### config.mk
export PLATFORM = sky130hd
export DESIGN_NAME = cart_load_sequencer
export DESIGN_NICKNAME = d
export VERILOG_FILES = /design/src/rtl/cart_load_sequencer.sv
export SDC_FILE = /design/constraint.sdc
export NUM_CORES = 1
export LEC_CHECK = 0
export BUFFER_PORTS_ARGS = -buffer_cell sky130_fd_sc_hd__buf_2
export CORE_ASPECT_RATIO = 1.25
export CORE_MARGIN = 2
export CORE_UTILIZATION = 42
export DETAILED_ROUTE_END_ITERATION = 10
export PLACE_DENSITY = 0.65
export SYNTH_ARGS = -nofsm -noshare
export SYNTH_HDL_FRONTEND = slang
export SYNTH_SLANG_ARGS = --single-unit
export TNS_END_PERCENT = 100
### constraint.sdc
create_clock -name clk_sys -period 2.5 [get_ports clk_sys]
set_clock_uncertainty 0.2 [all_clocks]
set_input_delay 0.25 -clock clk_sys [delete_from_list [all_inputs] [get_ports clk_sys]]
set_output_delay 0.25 -clock clk_sys [all_outputs]
set_load 0.05 [all_outputs]
### src/rtl/cart_load_sequencer.sv
// Routes hps_io cart downloads into SDRAM channel 0, strips and parses an A78 header,
// throttles hps_io with ioctl_wait, and passes core cart reads through when idle.
module cart_load_sequencer #(
    parameter int unsigned HDR_LEN      = 128,
    parameter logic [5:0]  CART_INDEX   = 6'd1,
    parameter logic [31:0] DEF_HDR_SIZE = 32'h00008000
) (
    input  logic        clk_sys,
    input  logic        reset_n,
    input  logic        ioctl_download,
    input  logic [7:0]  ioctl_index,
    input  logic [24:0] ioctl_addr,
    input  logic [7:0]  ioctl_dout,
    input  logic        ioctl_wr,
    output logic        ioctl_wait,
    input  logic [24:0] core_addr,
    input  logic        core_rd,
    output logic [24:0] sd_addr,
    output logic [7:0]  sd_din,
    output logic        sd_wr,
    output logic        sd_rd,
    input  logic        sd_busy,
    output logic        cart_is_7800,
    output logic [31:0] hdr_size,
    output logic [15:0] cart_flags,
    output logic [7:0]  cart_region,
    output logic [7:0]  cart_save,
    output logic [7:0]  cart_xm,
    output logic [31:0] cart_size,
    output logic        cart_loaded
);

    localparam logic [24:0] HdrLen = 25'(HDR_LEN);

    typedef enum logic [2:0] {
        StIdle, StProbe, StReplay, StHeader, StStream, StFlush, StFinish
    } state_e;

    state_e      state_q, state_d;
    logic        dl_q;
    logic        wait_q, wait_d;
    logic        pend_q, pend_d, issued_q, issued_d, seen_q, seen_d;
    logic [24:0] wr_addr_q, wr_addr_d;
    logic [7:0]  wr_data_q, wr_data_d;
    logic [7:0]  buf_q [6];
    logic [7:0]  buf_d [6];
    logic [2:0]  cnt_q, cnt_d, rp_q, rp_d, lim_q, lim_d;
    logic [24:0] last_q, last_d;
    logic        got_q, got_d;
    logic        is7800_q, is7800_d;
    logic [31:0] hsize_q, hsize_d;
    logic [15:0] flags_q, flags_d;
    logic [7:0]  region_q, region_d, save_q, save_d, xm_q, xm_d;
    logic [31:0] size_q, size_d;
    logic        loaded_q, loaded_d;

    logic        dl, dl_rise, accept, wr_done, rd_pass, load_stream, match;
    logic [24:0] offset;
    logic        unused_idx;

    assign unused_idx  = ^ioctl_index[7:6];
    assign dl          = ioctl_download & (ioctl_index[5:0] == CART_INDEX);
    assign dl_rise     = dl & ~dl_q;
    // Strobes arriving while stalled are dropped by hps_io contract.
    assign accept      = ioctl_wr & ~wait_q & dl;
    assign wr_done     = pend_q & issued_q & seen_q & ~sd_busy;
    assign offset      = is7800_q ? HdrLen : 25'd0;
    assign match       = (buf_q[1] == 8'h41) && (buf_q[2] == 8'h54) && (buf_q[3] == 8'h41) &&
                         (buf_q[4] == 8'h52) && (ioctl_dout == 8'h49);

    assign rd_pass     = (state_q == StIdle) & ~dl;
    assign sd_rd       = rd_pass & core_rd;
    assign sd_addr     = rd_pass ? core_addr : wr_addr_q;
    assign sd_din      = wr_data_q;
    assign sd_wr       = pend_q & ~issued_q & ~sd_busy;
    assign ioctl_wait  = wait_q;

    assign cart_is_7800 = is7800_q;
    assign hdr_size     = hsize_q;
    assign cart_flags   = flags_q;
    assign cart_region  = region_q;
    assign cart_save    = save_q;
    assign cart_xm      = xm_q;
    assign cart_size    = size_q;
    assign cart_loaded  = loaded_q;

    always_comb begin
        state_d     = state_q;
        wait_d      = wait_q;
        pend_d      = pend_q;
        issued_d    = issued_q;
        seen_d      = seen_q;
        wr_addr_d   = wr_addr_q;
        wr_data_d   = wr_data_q;
        buf_d       = buf_q;
        cnt_d       = cnt_q;
        rp_d        = rp_q;
        lim_d       = lim_q;
        last_d      = last_q;
        got_d       = got_q;
        is7800_d    = is7800_q;
        hsize_d     = hsize_q;
        flags_d     = flags_q;
        region_d    = region_q;
        save_d      = save_q;
        xm_d        = xm_q;
        size_d      = size_q;
        loaded_d    = loaded_q;
        load_stream = 1'b0;

        // Write engine: strobe once, then wait for busy to rise and fall.
        if (sd_wr) issued_d = 1'b1;
        if (issued_q && sd_busy) seen_d = 1'b1;
        if (wr_done) begin
            pend_d = 1'b0;
            if (state_q == StStream) wait_d = 1'b0;
        end

        if (dl_rise) begin
            is7800_d = 1'b0;
            hsize_d  = DEF_HDR_SIZE;
            flags_d  = 16'h0000;
            region_d = 8'h00;
            save_d   = 8'h00;
            xm_d     = 8'h00;
            got_d    = 1'b0;
            cnt_d    = 3'd0;
        end

        case (state_q)
            StIdle: begin
                if (dl_rise) state_d = StProbe;
            end
            StProbe: begin
                if (!dl) begin
                    lim_d   = cnt_q;
                    rp_d    = 3'd0;
                    state_d = StFlush;
                end else if (accept) begin
                    buf_d[cnt_q] = ioctl_dout;
                    cnt_d        = cnt_q + 3'd1;
                    last_d       = ioctl_addr;
                    got_d        = 1'b1;
                    if (cnt_q == 3'd5) begin
                        if (match) begin
                            is7800_d = 1'b1;
                            state_d  = StHeader;
                        end else begin
                            lim_d   = 3'd6;
                            rp_d    = 3'd0;
                            wait_d  = 1'b1;
                            state_d = StReplay;
                        end
                    end
                end
            end
            StReplay, StFlush: begin
                if (!pend_q) begin
                    if (rp_q == lim_q) begin
                        wait_d  = 1'b0;
                        state_d = (state_q == StReplay) ? StStream : StFinish;
                    end else begin
                        pend_d    = 1'b1;
                        issued_d  = 1'b0;
                        seen_d    = 1'b0;
                        wr_addr_d = {22'd0, rp_q};
                        wr_data_d = buf_q[rp_q];
                        rp_d      = rp_q + 3'd1;
                    end
                end
            end
            StHeader: begin
                if (!dl) begin
                    state_d = StFinish;
                end else if (accept) begin
                    last_d = ioctl_addr;
                    got_d  = 1'b1;
                    if (ioctl_addr >= HdrLen) begin
                        load_stream = 1'b1;
                        state_d     = StStream;
                    end else begin
                        case (ioctl_addr)
                            25'd49:  hsize_d[31:24] = ioctl_dout;
                            25'd50:  hsize_d[23:16] = ioctl_dout;
                            25'd51:  hsize_d[15:8]  = ioctl_dout;
                            25'd52:  hsize_d[7:0]   = ioctl_dout;
                            25'd53:  flags_d[15:8]  = ioctl_dout;
                            25'd54:  flags_d[7:0]   = ioctl_dout;
                            25'd57:  region_d       = ioctl_dout;
                            25'd58:  save_d         = ioctl_dout;
                            25'd63:  xm_d           = ioctl_dout;
                            default: ;
                        endcase
                    end
                end
            end
            StStream: begin
                if (accept) begin
                    last_d      = ioctl_addr;
                    got_d       = 1'b1;
                    load_stream = 1'b1;
                end else if (!dl && !pend_q) begin
                    state_d = StFinish;
                end
            end
            StFinish: begin
                size_d   = got_q ? {7'd0, last_q + 25'd1 - offset} : 32'd0;
                loaded_d = 1'b1;
                state_d  = StIdle;
            end
            default: state_d = StIdle;
        endcase

        if (load_stream) begin
            pend_d    = 1'b1;
            issued_d  = 1'b0;
            seen_d    = 1'b0;
            wait_d    = 1'b1;
            wr_addr_d = ioctl_addr - offset;
            wr_data_d = ioctl_dout;
        end
    end

    always_ff @(posedge clk_sys or negedge reset_n) begin
        if (!reset_n) begin
            state_q   <= StIdle;
            dl_q      <= 1'b0;
            wait_q    <= 1'b0;
            pend_q    <= 1'b0;
            issued_q  <= 1'b0;
            seen_q    <= 1'b0;
            wr_addr_q <= 25'd0;
            wr_data_q <= 8'h00;
            buf_q     <= '{default: 8'h00};
            cnt_q     <= 3'd0;
            rp_q      <= 3'd0;
            lim_q     <= 3'd0;
            last_q    <= 25'd0;
            got_q     <= 1'b0;
            is7800_q  <= 1'b0;
            hsize_q   <= DEF_HDR_SIZE;
            flags_q   <= 16'h0000;
            region_q  <= 8'h00;
            save_q    <= 8'h00;
            xm_q      <= 8'h00;
            size_q    <= 32'd0;
            loaded_q  <= 1'b0;
        end else begin
            state_q   <= state_d;
            dl_q      <= dl;
            wait_q    <= wait_d;
            pend_q    <= pend_d;
            issued_q  <= issued_d;
            seen_q    <= seen_d;
            wr_addr_q <= wr_addr_d;
            wr_data_q <= wr_data_d;
            buf_q     <= buf_d;
            cnt_q     <= cnt_d;
            rp_q      <= rp_d;
            lim_q     <= lim_d;
            last_q    <= last_d;
            got_q     <= got_d;
            is7800_q  <= is7800_d;
            hsize_q   <= hsize_d;
            flags_q   <= flags_d;
            region_q  <= region_d;
            save_q    <= save_d;
            xm_q      <= xm_d;
            size_q    <= size_d;
            loaded_q  <= loaded_d;
        end
    end

endmodule

Word level (Yosys, flattened, before mapping):

Cells that the tools add are included.

* reductions and logical operators: 21
* add/subtract/negate cells: 5
* eq/ne operators: 40
* bitwise gates (word level): 18
* magnitude comparators: 4
* multiplexer cells: 123

Operator list (count)
* $mux W8: 32
* $eq A25 B6 Y1 const B: 9
* $mux W25: 8
* $mux W32: 5
* $mux W16: 5
* $mux W3: 25
* $pmux W25 S2: 1
* $sub A25 B8 Y25: 2
* $bwmux W48: 1
* $eq A8 B7 Y1 const B: 5
* $mux W1: 38
* $add A25 B1 Y25 const B: 1
* $ge A25 B8 Y1 const B: 1
* $bmux W8 S3: 1
* $demux W8 S3: 1
* $ne A3 B3 Y1 const B: 5
* $pmux W3 S5: 1
* $ne A2 B2 Y1 const B: 7
* $eq A3 B3 Y1 const B: 4
* $and A1 B1 Y1: 11
* $ne A2 B1 Y1 const B: 5
* $reduce_and A9 Y1: 1
* $ge A4 B4 Y1 const B: 2
* $not A3 Y4: 2
* 19 further kinds: 38

* word-level logic and storage cells: 238
* bits in registers: 230
* bits of input ports: 72
* output and inout bits: 142

Depth between registers and ports, before layout:

* depth in word-level cells: 11
* gate-level depth with buffers: 9
* mapped depth without buffers: 9

Least setup slack after synthesis:

Ideal clock, no wire load.

* path type: flip-flop to flip-flop
* start point: register is7800_q (netlist: cart_is_7800)
* end point: register size_q[23] (netlist: cart_size[23])
* required time: 2173 ps
* buffers on the path: 0
* arrival: 2520 ps
* slack: -347 ps
* stages on the path, launching flop included: 10
* period minus slack after synthesis: 2847 ps
* setup time: 127 ps
* cells stage by stage: dfrtp_1 -> inv_1 -> ha_1 -> ha_1 -> nand3_1 -> nor3_1 -> nand3_1 -> a2111oi_0 -> mux2i_1 -> nand3_1

* cells in the longest elaborated chain, start to end: 3

Ends and longest elaborated chain
* start: declaration: line 50 `logic is7800_q, is7800_d;`
* start signal: assignment: line 263 `is7800_q <= is7800_d;`
* $mux W8: line 67 `assign offset = is7800_q ? HdrLen : 25'd0;`
* $sub A25 B8 Y25: line 207 `size_d = got_q ? {7'd0, last_q + 25'd1 - offset} : 32'd0;`
* $mux W25: line 207
* end signal: assignment: line 269 `size_q <= size_d;`
* end: declaration: line 54 `logic [31:0] size_q, size_d;`

Every way passes these cells.
A chain may end at the register's enable or synchronous reset.

Worst setup path in the final report:

* start point: input port ioctl_index[3]
* end point: output port sd_addr[20]

* cells in the longest elaborated chain, start to end: 5

Ends and longest elaborated chain
* start: declaration: line 11 `input logic [7:0] ioctl_index,`
* $eq A6 B1 Y1: line 62 `assign dl = ioctl_download & (ioctl_index[5:0] == CART_INDEX);`
* $and A1 B1 Y1: line 62
* $not A1 Y1: line 71 `assign rd_pass = (state_q == StIdle) & ~dl;`
* $and A1 B1 Y1: line 71
* $mux W25: line 73 `assign sd_addr = rd_pass ? core_addr : wr_addr_q;`
* end: declaration: line 18 `output logic [24:0] sd_addr,`

Every way passes these cells.

==> run_results.csv <==
group,metric,value,unit
status,status,"finished with violations",
status,violations,"negative setup slack",
synth,synth_edf_count,0,
job,maxCapViolCount,0,
critical_path,critPathKind,"input pin to output port",
clock_tree,cts.sinks,223,
power_and_ir_drop,p_total,0.0128,W
synth,yosysWarnings,0,
power_and_ir_drop,combinationalPowerShare,39.9,%
final_layout,fin_area,15700,µm²
global_route,grt_max_degree,71,
synth,synth_flop_cell,"dfrtp_1",
drt,drc,0,
sta,hold_violations,0,
placement,place_worst_setup_slack,-0.182,ns
sta,holdWs,0.0187,ns
final_layout,syn_to_final_growth,35.6,%
placement,portBuffers,204,
power_and_ir_drop,leakage,7.79,nW
clock_tree,clockBufferDepth,3,
sta,relSlewSlack,63.5,%
placement,hpwlAfterDp,24700,µm
final_layout,antenna_cells,0,
die,die_x,153,µm
die,io_pins,214,
sta,max_clock_freq,0.395,GHz
die,dieArea,29000,µm²
synth,ys_top_cells_by_count,"dfrtp_1, nand2_1, o21ai_0",
sta,min_period_over_period,101,%
clock_tree,worstSkewPairLatency,0.53,ns
drt,finalWirelength,34900,µm
sta,maxSlewViolCount,0,
drt,firstDrtPassIters,6,
critical_path,crit_required,2.05,ns
sta,min_period,2.53,ns
global_route,grt-ovfl-total,0,
synth,synth_seq_area_share,48.1,%
synth,yosys.cell_count.top_type,"dfrtp_1",
synth,synth_top_cells_by_area,"dfrtp_1, mux2_2, nand2_1",
final_layout,nets,1606,
placement,dpl_cell_area,13900,µm²
critical_path,worstSetupEndpointType,"output port",
clock_tree,clock_tree.root_cell,"clkbuf_16",
sta,rsz0062_at_grt,"yes",
power_and_ir_drop,p_int,0.00826,W
drt,drtIter0Drc,517,
power_and_ir_drop,irDropWorstVdd,0.000630,V
global_route,antenna_found_initial,0,
die,start_util,42.3,%
die,num_rows,68,
clock_tree,numCtsBuffers,24,
final_layout,fin_util,57.4,%
synth,synth-seq-cells,223,
drt,vias,10100,
clock_tree,clk_pin_slew_worst_paths,0.06,ns
drt,wl_per_cell,18.7,µm
synth,avgSynthCellArea,9.95,µm²
power_and_ir_drop,p_per_area,816,nW/µm²
synth,synth.top_cell.area_share,47.9,%
drt,antenna_left,0,
sta,worstMarginPinSlew,0.545,ns
sta,setup_slack,-0.0331,ns
global_route,grt_use_total,23.5,%
synth,syn-instance-count,1166,
synth,async_reset_ff_share,100,%
synth,ys_types,76,
final_layout,drive_above_1_share,36.7,%
min_path,hp-class,"input pin to flip-flop",
power_and_ir_drop,swShare,35.7,%
power_and_ir_drop,switchingPower,0.00458,W
critical_path,cp_max_fo,5,
critical_path,crit_arrival,2.08,ns
placement,gp_congestion,0.866,
power_and_ir_drop,p_seq_share,31.5,%
die,core_area,27400,µm²
global_route,first_global_vias,10200,
synth,syn_area,11600,µm²
clock_tree,cts_tree,"done",
critical_path,critPathLaunchType,"input pin",
synth,synth_top_area_cell,"dfrtp_1",
power_and_ir_drop,p_clk_share,28.6,%
die,fp.dieH,190,µm
global_route,grt_pass1_wl,55200,µm
sta,setup_viol,17,
final_layout,n_fill_cell,2412,
clock_tree,htreeDepth,1,
drt,via_per_inst,5.38,
-- what timing repair did --
item | in CTS | in global routing
hold endpoints to repair | 284 | 0
gates resized for setup | 81 | 54
pin swaps | 4 | 19
cloned | 2 | 3
hold buffers | 29 | 0
setup buffers | 4 | 11
endpoints found under the setup margin | 32 | 103
-- power by group through the flow --
stage | sequential [W] | clock [W] | combinational [W]
after global routing | 0.00408 | 0.00390 | 0.00546
after CTS | 0.00404 | 0.00374 | 0.00486
after global placement | 0.00409 | 0 | 0.00423
after detailed placement | 0.00410 | 0 | 0.00427
after floorplan | 0.00434 | 0 | 0.00275
final | 0.00404 | 0.00367 | 0.00513
-- registers in the layout (all words and copies together), names as in the netlist, 16 cells and up --
register / cells
last_q: 25
wr_addr_q: 25
cart_size: 25
buf_q: 48
cart_flags: 16
hdr_size: 32
-- final timing paths --
check / from / endpoint / slack, ns / cells past startpoint
worst min-delay path: ioctl_dout[0] / hdr_size[16] / 0.02 / 4
max in group asynchronous: reset_n / hdr_size[15] / 1.30 / 3
worst max-delay path: ioctl_index[3] / sd_addr[20] / -0.03 / 8
worst max register to register: last_q[11] / cart_size[24] / 0.07 / 9
min in group asynchronous: reset_n / last_q[5] / 0.07 / 2
worst min register to register: cart_size[15] / cart_size[15] / 0.27 / 2
-- through the flow --
step / setup TNS (ns) / std cells
after floorplan: -0.221 / 1172
after global placement: -7.01 / 1780
after detailed placement: -9.50 / 1780
after CTS: -0.683 / 1857
after global routing: -1.27 / 1869
final: -0.302 / 1869
-- area by class of cell --
cell class              count  area, µm²  area share [%]
repair buffers            373       2820            17.9
well taps                 350        438            2.78
flip-flops and latches    223       5590            35.5
clock buffers              31        668            4.25
inverters                  51        201            1.28
clock inverters            11        139           0.883
multi-input cells         830       5880            37.3
-- critical path: stages --
cell and delay (ns):
buf_6 0.09, or4_4 0.56, or2_4 0.26, nand4_1 0.09, buf_6 0.20, clkbuf_16 0.18, mux2_4 0.30, buf_6 0.15
-- cells in the final DEF (no fill, tap or decap), types with 6 or more instances in the layout --
cell type	n
o21ai_1	9
nor3_2	6
o31ai_1	11
nand3_1	46
nand4_1	14
dfrtp_1	217
buf_4	119
nand2_1	206
o21ai_0	102
a21oi_1	33
a21o_1	7
buf_6	25
buf_12	11
xnor2_1	22
conb_1	7
xor2_1	10
buf_8	10
inv_1	44
mux2_2	76
a22oi_1	9
or3_1	6
mux2i_1	6
ha_2	7
ha_4	6
ha_1	18
nor3_1	18
buf_2	174
nor2_1	50
o21a_1	6
mux2_4	25
dlygate4sd3_1	29
clkbuf_16	27
a221o_1	13
mux4_2	8
-- layer usage --
metal  part of all wire [%]  up-vias  wire length, µm  global-route usage, %
met5                      0        -                0                      0
met1                     41     4947            14100                   29.7
li1                       -     4787                -                      -
met2                     51      255            17800                   41.1
met4                    3.0        0             1060                   7.23
met3                    5.5       69             1920                   4.31
-- cell families (layout without fill, tap and decap cells) --
| kind of cell | after synthesis | count (layout) | synth area share (%) |
|---|---|---|---|
| XOR/XNOR | 32 | 32 | 2.42 |
| buffers and inverters | 119 | 466 | 4.21 |
| other | 1 | 7 | 0.0323 |
| multiplexers | 115 | 115 | 11.9 |
| AND/OR/NAND/NOR | 410 | 410 | 17.4 |
| flip-flops | 223 | 223 | 48.1 |
| AO/OA/AOI/OAI | 235 | 235 | 12.6 |
| adder cells (fa/ha/maj) | 31 | 31 | 3.34 |
No activity file was read; power rests on OpenSTA's default activity.
